===== src/rtl/irq_dispatch_if.sv =====
// Purpose : CPU <-> interrupt dispatcher signal bundle.
// master  : CPU side (IRQ lines, instruction/decoder strobes, push/vector acks).
// slave   : dispatcher side (push request, IF clear, vector, IME, status).
interface irq_dispatch_if;
   logic [4:0] IRQ_REQ;
   logic       INSTR_END;
   logic       EI;
   logic       DI;
   logic       RETI;
   logic       PUSH_REQ;
   logic       PUSH_DONE;
   logic [4:0] IRQ_CLR;
   logic [7:0] VEC;
   logic       VEC_VALID;
   logic       VEC_ACK;
   logic       IME;
   logic       DISPATCH;
   logic       WAKE;

   modport master (
      output IRQ_REQ, INSTR_END, EI, DI, RETI, PUSH_DONE, VEC_ACK,
      input  PUSH_REQ, IRQ_CLR, VEC, VEC_VALID, IME, DISPATCH, WAKE
   );

   modport slave (
      input  IRQ_REQ, INSTR_END, EI, DI, RETI, PUSH_DONE, VEC_ACK,
      output PUSH_REQ, IRQ_CLR, VEC, VEC_VALID, IME, DISPATCH, WAKE
   );
endinterface


===== src/rtl/irq_dispatch.sv =====
// Purpose : Interrupt dispatcher. Arbitrates five prioritised IRQ lines at
//           instruction boundaries, sequences PC push / IF clear / vector load,
//           and owns the interrupt master enable (EI delay, DI, RETI).
// Ports   : CLK  - system clock (rising edge)
//           nRES - asynchronous active-low reset
//           bus  - irq_dispatch_if.slave (IRQ_REQ, INSTR_END, EI, DI, RETI,
//                  PUSH_REQ/PUSH_DONE, IRQ_CLR, VEC/VEC_VALID/VEC_ACK, IME,
//                  DISPATCH, WAKE)
// Config  : `define IRQ_DISPATCH_CANCEL_EN -> priority taken from live IRQ_REQ
//           when leaving PUSH; an empty request cancels (VEC=0, no IRQ_CLR).
//           Default -> priority snapshotted when dispatch starts.
module irq_dispatch (
   input logic         CLK,
   input logic         nRES,
   irq_dispatch_if.slave bus
);
   localparam int unsigned NUM_IRQ = 5;
   localparam int unsigned VEC_W   = 8;

   typedef enum logic [1:0] {
      IDLE   = 2'd0,
      PUSH   = 2'd1,
      SELECT = 2'd2,
      VECTOR = 2'd3
   } state_t;

   state_t               state_q, state_d;
   logic                 ime_q, ime_d;
   logic                 ei_q, ei_d;
   logic                 wake_q;
   logic                 push_req_q, push_req_d;
   logic [NUM_IRQ-1:0]   irq_clr_q, irq_clr_d;
   logic [VEC_W-1:0]     vec_q, vec_d;
   logic                 vec_valid_q, vec_valid_d;
   logic                 dispatch_q, dispatch_d;
   logic [NUM_IRQ-1:0]   src;
   logic [NUM_IRQ-1:0]   sel_onehot;
   logic [VEC_W-1:0]     sel_vec;
   logic                 take_irq;

   // Vector table: 0x40 + 8*n for the one-hot selected source n.
   function automatic logic [VEC_W-1:0] vec_of(input logic [NUM_IRQ-1:0] oh);
      logic [VEC_W-1:0] v;
      v = '0;
      case (oh)
         5'b00001: v = 8'h40;
         5'b00010: v = 8'h48;
         5'b00100: v = 8'h50;
         5'b01000: v = 8'h58;
         5'b10000: v = 8'h60;
         default:  v = 8'h00;
      endcase
      return v;
   endfunction

`ifdef IRQ_DISPATCH_CANCEL_EN
   // Live request at the PUSH->SELECT edge; a dropped request cancels.
   assign src = bus.IRQ_REQ;
`else
   logic [NUM_IRQ-1:0] snap_q;

   // Priority snapshot captured when the dispatch is committed.
   always_ff @(posedge CLK or negedge nRES) begin
      if (!nRES)                                  snap_q <= '0;
      else if (state_q == IDLE && state_d == PUSH) snap_q <= bus.IRQ_REQ;
   end

   assign src = snap_q;
`endif

   // Isolate the lowest set bit (bit 0 = highest priority).
   assign sel_onehot = NUM_IRQ'(src & (~src + NUM_IRQ'(1)));
   assign sel_vec    = vec_of(sel_onehot);

   assign take_irq = (state_q == IDLE) && bus.INSTR_END && ime_q &&
                     (|bus.IRQ_REQ) && !bus.DI;

   // State register and registered outputs.
   always_ff @(posedge CLK or negedge nRES) begin
      if (!nRES) begin
         state_q     <= IDLE;
         ime_q       <= 1'b0;
         ei_q        <= 1'b0;
         wake_q      <= 1'b0;
         push_req_q  <= 1'b0;
         irq_clr_q   <= '0;
         vec_q       <= '0;
         vec_valid_q <= 1'b0;
         dispatch_q  <= 1'b0;
      end else begin
         state_q     <= state_d;
         ime_q       <= ime_d;
         ei_q        <= ei_d;
         wake_q      <= |bus.IRQ_REQ;
         push_req_q  <= push_req_d;
         irq_clr_q   <= irq_clr_d;
         vec_q       <= vec_d;
         vec_valid_q <= vec_valid_d;
         dispatch_q  <= dispatch_d;
      end
   end

   // Next-state, IME control and next-output decode.
   always_comb begin
      state_d   = state_q;
      ime_d     = ime_q;
      ei_d      = ei_q;
      irq_clr_d = '0;
      vec_d     = vec_q;

      case (state_q)
         IDLE:   if (take_irq) state_d = PUSH;
         PUSH: begin
            if (bus.PUSH_DONE) begin
               state_d   = SELECT;
               irq_clr_d = sel_onehot;
               vec_d     = sel_vec;
            end
         end
         SELECT: state_d = VECTOR;
         VECTOR: if (bus.VEC_ACK) state_d = IDLE;
         default: state_d = IDLE;
      endcase

      // EI takes effect at the first boundary strictly after the EI cycle.
      if (ei_q && bus.INSTR_END) begin
         ime_d = 1'b1;
         ei_d  = 1'b0;
      end
      if (bus.EI) ei_d = 1'b1;
      if (bus.RETI && state_q == IDLE) ime_d = 1'b1;
      if (take_irq) ime_d = 1'b0;
      // DI has the final word over every other IME source.
      if (bus.DI) begin
         ime_d = 1'b0;
         ei_d  = 1'b0;
      end

      push_req_d  = (state_d == PUSH);
      vec_valid_d = (state_d == VECTOR);
      dispatch_d  = (state_d != IDLE);
   end

   assign bus.PUSH_REQ  = push_req_q;
   assign bus.IRQ_CLR   = irq_clr_q;
   assign bus.VEC       = vec_q;
   assign bus.VEC_VALID = vec_valid_q;
   assign bus.IME       = ime_q;
   assign bus.DISPATCH  = dispatch_q;
   assign bus.WAKE      = wake_q;
endmodule

===== src/flat_wrapper.sv =====
// flat-port wrapper written by rule: the top's interface ports become plain ports
module irq_dispatch_flat 
  (CLK, nRES, bus_IRQ_REQ, bus_INSTR_END, bus_EI, bus_DI, bus_RETI, bus_PUSH_DONE, bus_VEC_ACK, bus_PUSH_REQ, bus_IRQ_CLR, bus_VEC, bus_VEC_VALID, bus_IME, bus_DISPATCH, bus_WAKE);
  irq_dispatch_if bus_i ();
  input logic CLK;
  input logic nRES;
  input wire logic [$bits(bus_i.IRQ_REQ)-1:0] bus_IRQ_REQ;
  input wire logic [$bits(bus_i.INSTR_END)-1:0] bus_INSTR_END;
  input wire logic [$bits(bus_i.EI)-1:0] bus_EI;
  input wire logic [$bits(bus_i.DI)-1:0] bus_DI;
  input wire logic [$bits(bus_i.RETI)-1:0] bus_RETI;
  input wire logic [$bits(bus_i.PUSH_DONE)-1:0] bus_PUSH_DONE;
  input wire logic [$bits(bus_i.VEC_ACK)-1:0] bus_VEC_ACK;
  output wire logic [$bits(bus_i.PUSH_REQ)-1:0] bus_PUSH_REQ;
  output wire logic [$bits(bus_i.IRQ_CLR)-1:0] bus_IRQ_CLR;
  output wire logic [$bits(bus_i.VEC)-1:0] bus_VEC;
  output wire logic [$bits(bus_i.VEC_VALID)-1:0] bus_VEC_VALID;
  output wire logic [$bits(bus_i.IME)-1:0] bus_IME;
  output wire logic [$bits(bus_i.DISPATCH)-1:0] bus_DISPATCH;
  output wire logic [$bits(bus_i.WAKE)-1:0] bus_WAKE;
  assign bus_i.IRQ_REQ = bus_IRQ_REQ;
  assign bus_i.INSTR_END = bus_INSTR_END;
  assign bus_i.EI = bus_EI;
  assign bus_i.DI = bus_DI;
  assign bus_i.RETI = bus_RETI;
  assign bus_i.PUSH_DONE = bus_PUSH_DONE;
  assign bus_i.VEC_ACK = bus_VEC_ACK;
  assign bus_PUSH_REQ = bus_i.PUSH_REQ;
  assign bus_IRQ_CLR = bus_i.IRQ_CLR;
  assign bus_VEC = bus_i.VEC;
  assign bus_VEC_VALID = bus_i.VEC_VALID;
  assign bus_IME = bus_i.IME;
  assign bus_DISPATCH = bus_i.DISPATCH;
  assign bus_WAKE = bus_i.WAKE;
  irq_dispatch u_core (.CLK(CLK), .nRES(nRES), .bus(bus_i));
endmodule

===== config.mk =====
export PLATFORM = sky130hd
export DESIGN_NAME = irq_dispatch_flat
export DESIGN_NICKNAME = d
export VERILOG_FILES = /design/src/rtl/irq_dispatch_if.sv /design/src/rtl/irq_dispatch.sv /design/src/flat_wrapper.sv
export SDC_FILE = /design/constraint.sdc
export NUM_CORES = 1
export LEC_CHECK = 0
export CAP_MARGIN = 5
export CORE_AREA = 2 2 48 50
export DETAILED_ROUTE_END_ITERATION = 6
export DIE_AREA = 0 0 50 52
export PLACE_DENSITY_LB_ADDON = 0.12
export SLEW_MARGIN = 10
export SYNTH_ARGS = -nofsm -noshare
export SYNTH_HDL_FRONTEND = slang
export SYNTH_SLANG_ARGS = --single-unit
export TNS_END_PERCENT = 50

===== constraint.sdc =====
create_clock -name CLK -period 3.75 [get_ports CLK]
set_input_delay 0.5625 -clock CLK [delete_from_list [all_inputs] [get_ports CLK]]
set_output_delay 0.5625 -clock CLK [all_outputs]
set_load 0.01 [all_outputs]

==> impl_metrics.env <==
export IMPL_status="completed"
export IMPL_fin_skew_ns=0.001202
export IMPL_htree_levels=1
export IMPL_placement_io_buffers=26
export IMPL_worst_pin_slew_ns=0.9220
export IMPL_numClockSinks=22
export IMPL_track_usage=0.1386
export IMPL_vdd_ir_drop_max_uv=320.9
export IMPL_drcViolationCount=0
export IMPL_crit_family="buffers and inverters"
export IMPL_pin_count=31
export IMPL_dp_hpwl_mm=1.212
export IMPL_path_buf_inv=1
export IMPL_slew_violations=0
export IMPL_p_leak_nw=0.5259
export IMPL_postRouteAntennaNets=0
export IMPL_vias=643
export IMPL_path_clk_slew_ns=0.11
export IMPL_syn_area_sq_um=929.6
export IMPL_holdBufCountCts=0
export IMPL_r2r_start="u_core.state_q[0]$_DFF_PN0_"
export IMPL_timing_final_ws_setup_ns=1.902
export IMPL_rr_endpoint="u_core.snap_q[0]$_DFFE_PN0P_"
export IMPL_synthSimpleGateAreaFrac=0.1561
export IMPL_synth_distinct_cells=28
export IMPL_worst_ep_arrival_time_ns=1.29
export IMPL_cp_num_cells=1
export IMPL_drive_gt1_frac=0.08911
export IMPL_max_stage_delay_ns=0.56
export IMPL_routed_wl_mm=1.507
export IMPL_grt_pass1_wl_mm=2.608
export IMPL_p_per_area_nw_per_um2=599.8
export IMPL_layout_commonest_cell="clkdlybuf4s50_1"
export IMPL_cts_tree="yes"
export IMPL_period_needed_ns=1.848
export IMPL_coreArea_sq_um=2106
export IMPL_die_w_um=50
export IMPL_crit_slowest_cell="clkdlybuf4s50_1"
export IMPL_finalHoldViolCount=0
export IMPL_clkLatencyLatePin_ns=0.29
export IMPL_n_antenna_cell=0
export IMPL_antenna_found_initial=0
export IMPL_holdWs_ns=0.5083
export IMPL_finalSetupViolations=0
export IMPL_dp_worst_setup_slack_ns=1.622
export IMPL_clock_tree_buffer_depth=2
export IMPL_synthCells=74
export IMPL_cp_startpoint="u_core.bus.IME$_DFFE_PN0P_"
export IMPL_tns_ns=0
export IMPL_yosys_register_bits=22
export IMPL_grt_max_degree=23
export IMPL_dr_pass1_iters=4
export IMPL_synthMuxAreaShare=0.06057
export IMPL_final_cell_mix="clkdlybuf4s50_1 (26), dfrtp_1 (22), inv_1 (5)"
export IMPL_initial_utilization=0.4415
export IMPL_grt_pass1_vias=605
export IMPL_regArea_sq_um=550.5
export IMPL_rsz0062_at_grt="no"
export IMPL_ys_seq_area_frac=0.5922
export IMPL_reg2reg_depth=3
export IMPL_multi_input_area_sq_um=330.3
export IMPL_hold_depth=1
export IMPL_nFillCells=181
export IMPL_syn_to_final_growth_pct=30.96
export IMPL_place_congestion=0.7225
export IMPL_period_share=0.4927
export IMPL_hp_class="reg -> reg"
export IMPL_cts_buffers=3
export IMPL_initialDrtViolationCount=14
export IMPL_synthXorXnorAreaFrac=0
export IMPL_maxCapViolCount=0
export IMPL_critical_path_cell_chain="clkdlybuf4s50_1"
export IMPL_routedWlPerCell_um=11.68
export IMPL_yosysWarnings=0
export IMPL_cts_resized_gates=0
export IMPL_post_cts_buffers=0
export IMPL_critPathLaunchType="register"
export IMPL_num_nets_final=116
export IMPL_grt_ovfl_total=0
export IMPL_dieHeight_um=52
export IMPL_worstSetupEndpoint="bus_IME"
export IMPL_timing_slew_headroom=0.3834
export IMPL_synth_compound_area_share=0.1225
export IMPL_vias_per_cell=4.984
export IMPL_die_area_sq_um=2600
export IMPL_clock_fmax_mhz=541.2
export IMPL_cts_root_buf="clkbuf_4"
export IMPL_crit_type="reg -> out"
export IMPL_crit_fanout=3
export IMPL_critPathCaptureType="primary output"
export IMPL_synthAdderAreaFrac=0
export IMPL_worstPathRequired_ns=3.19
export IMPL_synth_top_family_by_area="simple AND/OR/NAND/NOR gates"
export IMPL_rrSetupSlack_ns=2.17
export IMPL_rows=17
export IMPL_avgSynthCellArea_sq_um=12.56
## per-stage QoR
step                      power [mW]  area [sq um]  cells    util
final                         0.7302          1217    129  0.5781
after global routing          0.7887          1217    129  0.5781
after CTS                     0.7364          1217    129  0.5781
after detailed placement      0.6381          1195    126  0.5674
after global placement        0.6315          1195    126  0.5674
after floorplan               0.5212         940.9     77       -
## how the worst min path moves through the flow
| stage | start | endpoint | slack (ns) |
|---|---|---|---|
| detailed placement | u_core.bus.VEC[5]$_DFFE_PN0P_ | u_core.bus.VEC[5]$_DFFE_PN0P_ | 0.49 |
| CTS | u_core.bus.VEC[5]$_DFFE_PN0P_ | u_core.bus.VEC[5]$_DFFE_PN0P_ | 0.52 |
| finish | u_core.bus.VEC[5]$_DFFE_PN0P_ | u_core.bus.VEC[5]$_DFFE_PN0P_ | 0.51 |
| floorplan | nRES | u_core.bus.DISPATCH$_DFF_PN0_ | 0.27 |
| global route | u_core.bus.VEC[5]$_DFFE_PN0P_ | u_core.bus.VEC[5]$_DFFE_PN0P_ | 0.55 |
| global placement | u_core.bus.VEC[4]$_DFFE_PN0P_ | u_core.bus.VEC[4]$_DFFE_PN0P_ | 0.48 |
## per-layer routing
| layer | track usage | vias to the layer above | wire length, um |
|---|---|---|---|
| li1 | - | 310 | - |
| met1 | 0.1786 | 310 | 723 |
| met2 | 0.2105 | 19 | 681 |
| met3 | 0.03448 | 4 | 71 |
| met4 | 0.08333 | 0 | 30 |
| met5 | 0 | - | 0 |
## registers in the layout (all words and copies together), names as in the netlist
signal / flops
u_core.bus.IME: 1
u_core.bus.WAKE: 1
u_core.bus.VEC_VALID: 1
u_core.ei_q: 1
u_core.bus.IRQ_CLR: 5
u_core.bus.DISPATCH: 1
u_core.state_q: 2
u_core.bus.PUSH_REQ: 1
u_core.snap_q: 5
u_core.bus.VEC: 4
## power by group
part,internal [mW],total (mW),switching [mW]
logic,0.147,0.255,0.108
registers,0.313,0.375,0.0619
clock network,0.0374,0.100,0.0628
total,0.498,0.730,0.232
## synthesized netlist by cell type (all sizes together)
library cell | number | area (sq um)
dfrtp | 22 | 550.5
buf | 5 | 41.29
inv | 5 | 18.77
mux2 | 5 | 56.30
a21oi | 4 | 20.02
nand2 | 4 | 15.01
nor2 | 4 | 15.01
o21ai | 3 | 15.01
and2 | 2 | 12.51
nand3 | 2 | 10.01
nor2b | 2 | 12.51
nor3 | 2 | 10.01
a211o | 1 | 8.760
a211oi | 1 | 20.02
a21boi | 1 | 7.510
a221oi | 1 | 8.760
a31oi | 1 | 6.260
a32o | 1 | 10.01
a32oi | 1 | 8.760
and3 | 1 | 6.260
conb | 1 | 3.750
nand3b | 1 | 7.510
nand4bb | 1 | 27.53
nor3b | 1 | 7.510
nor4 | 1 | 21.27
o41ai | 1 | 8.760
## logic make-up after synthesis
logic type / after synthesis
compound gates: 15
flops: 22
buf+inv: 10
other cells: 1
simple gates: 21
mux: 5
## area by class of cell
type                    instances  area share
clock buffers                   3     0.01850
well taps                      28     0.02878
multi-input cells              45      0.2713
inverters                       5     0.01542
repair buffers                 26      0.2138
flip-flops and latches         22      0.4522
Power figures use the tool's default switching activity.
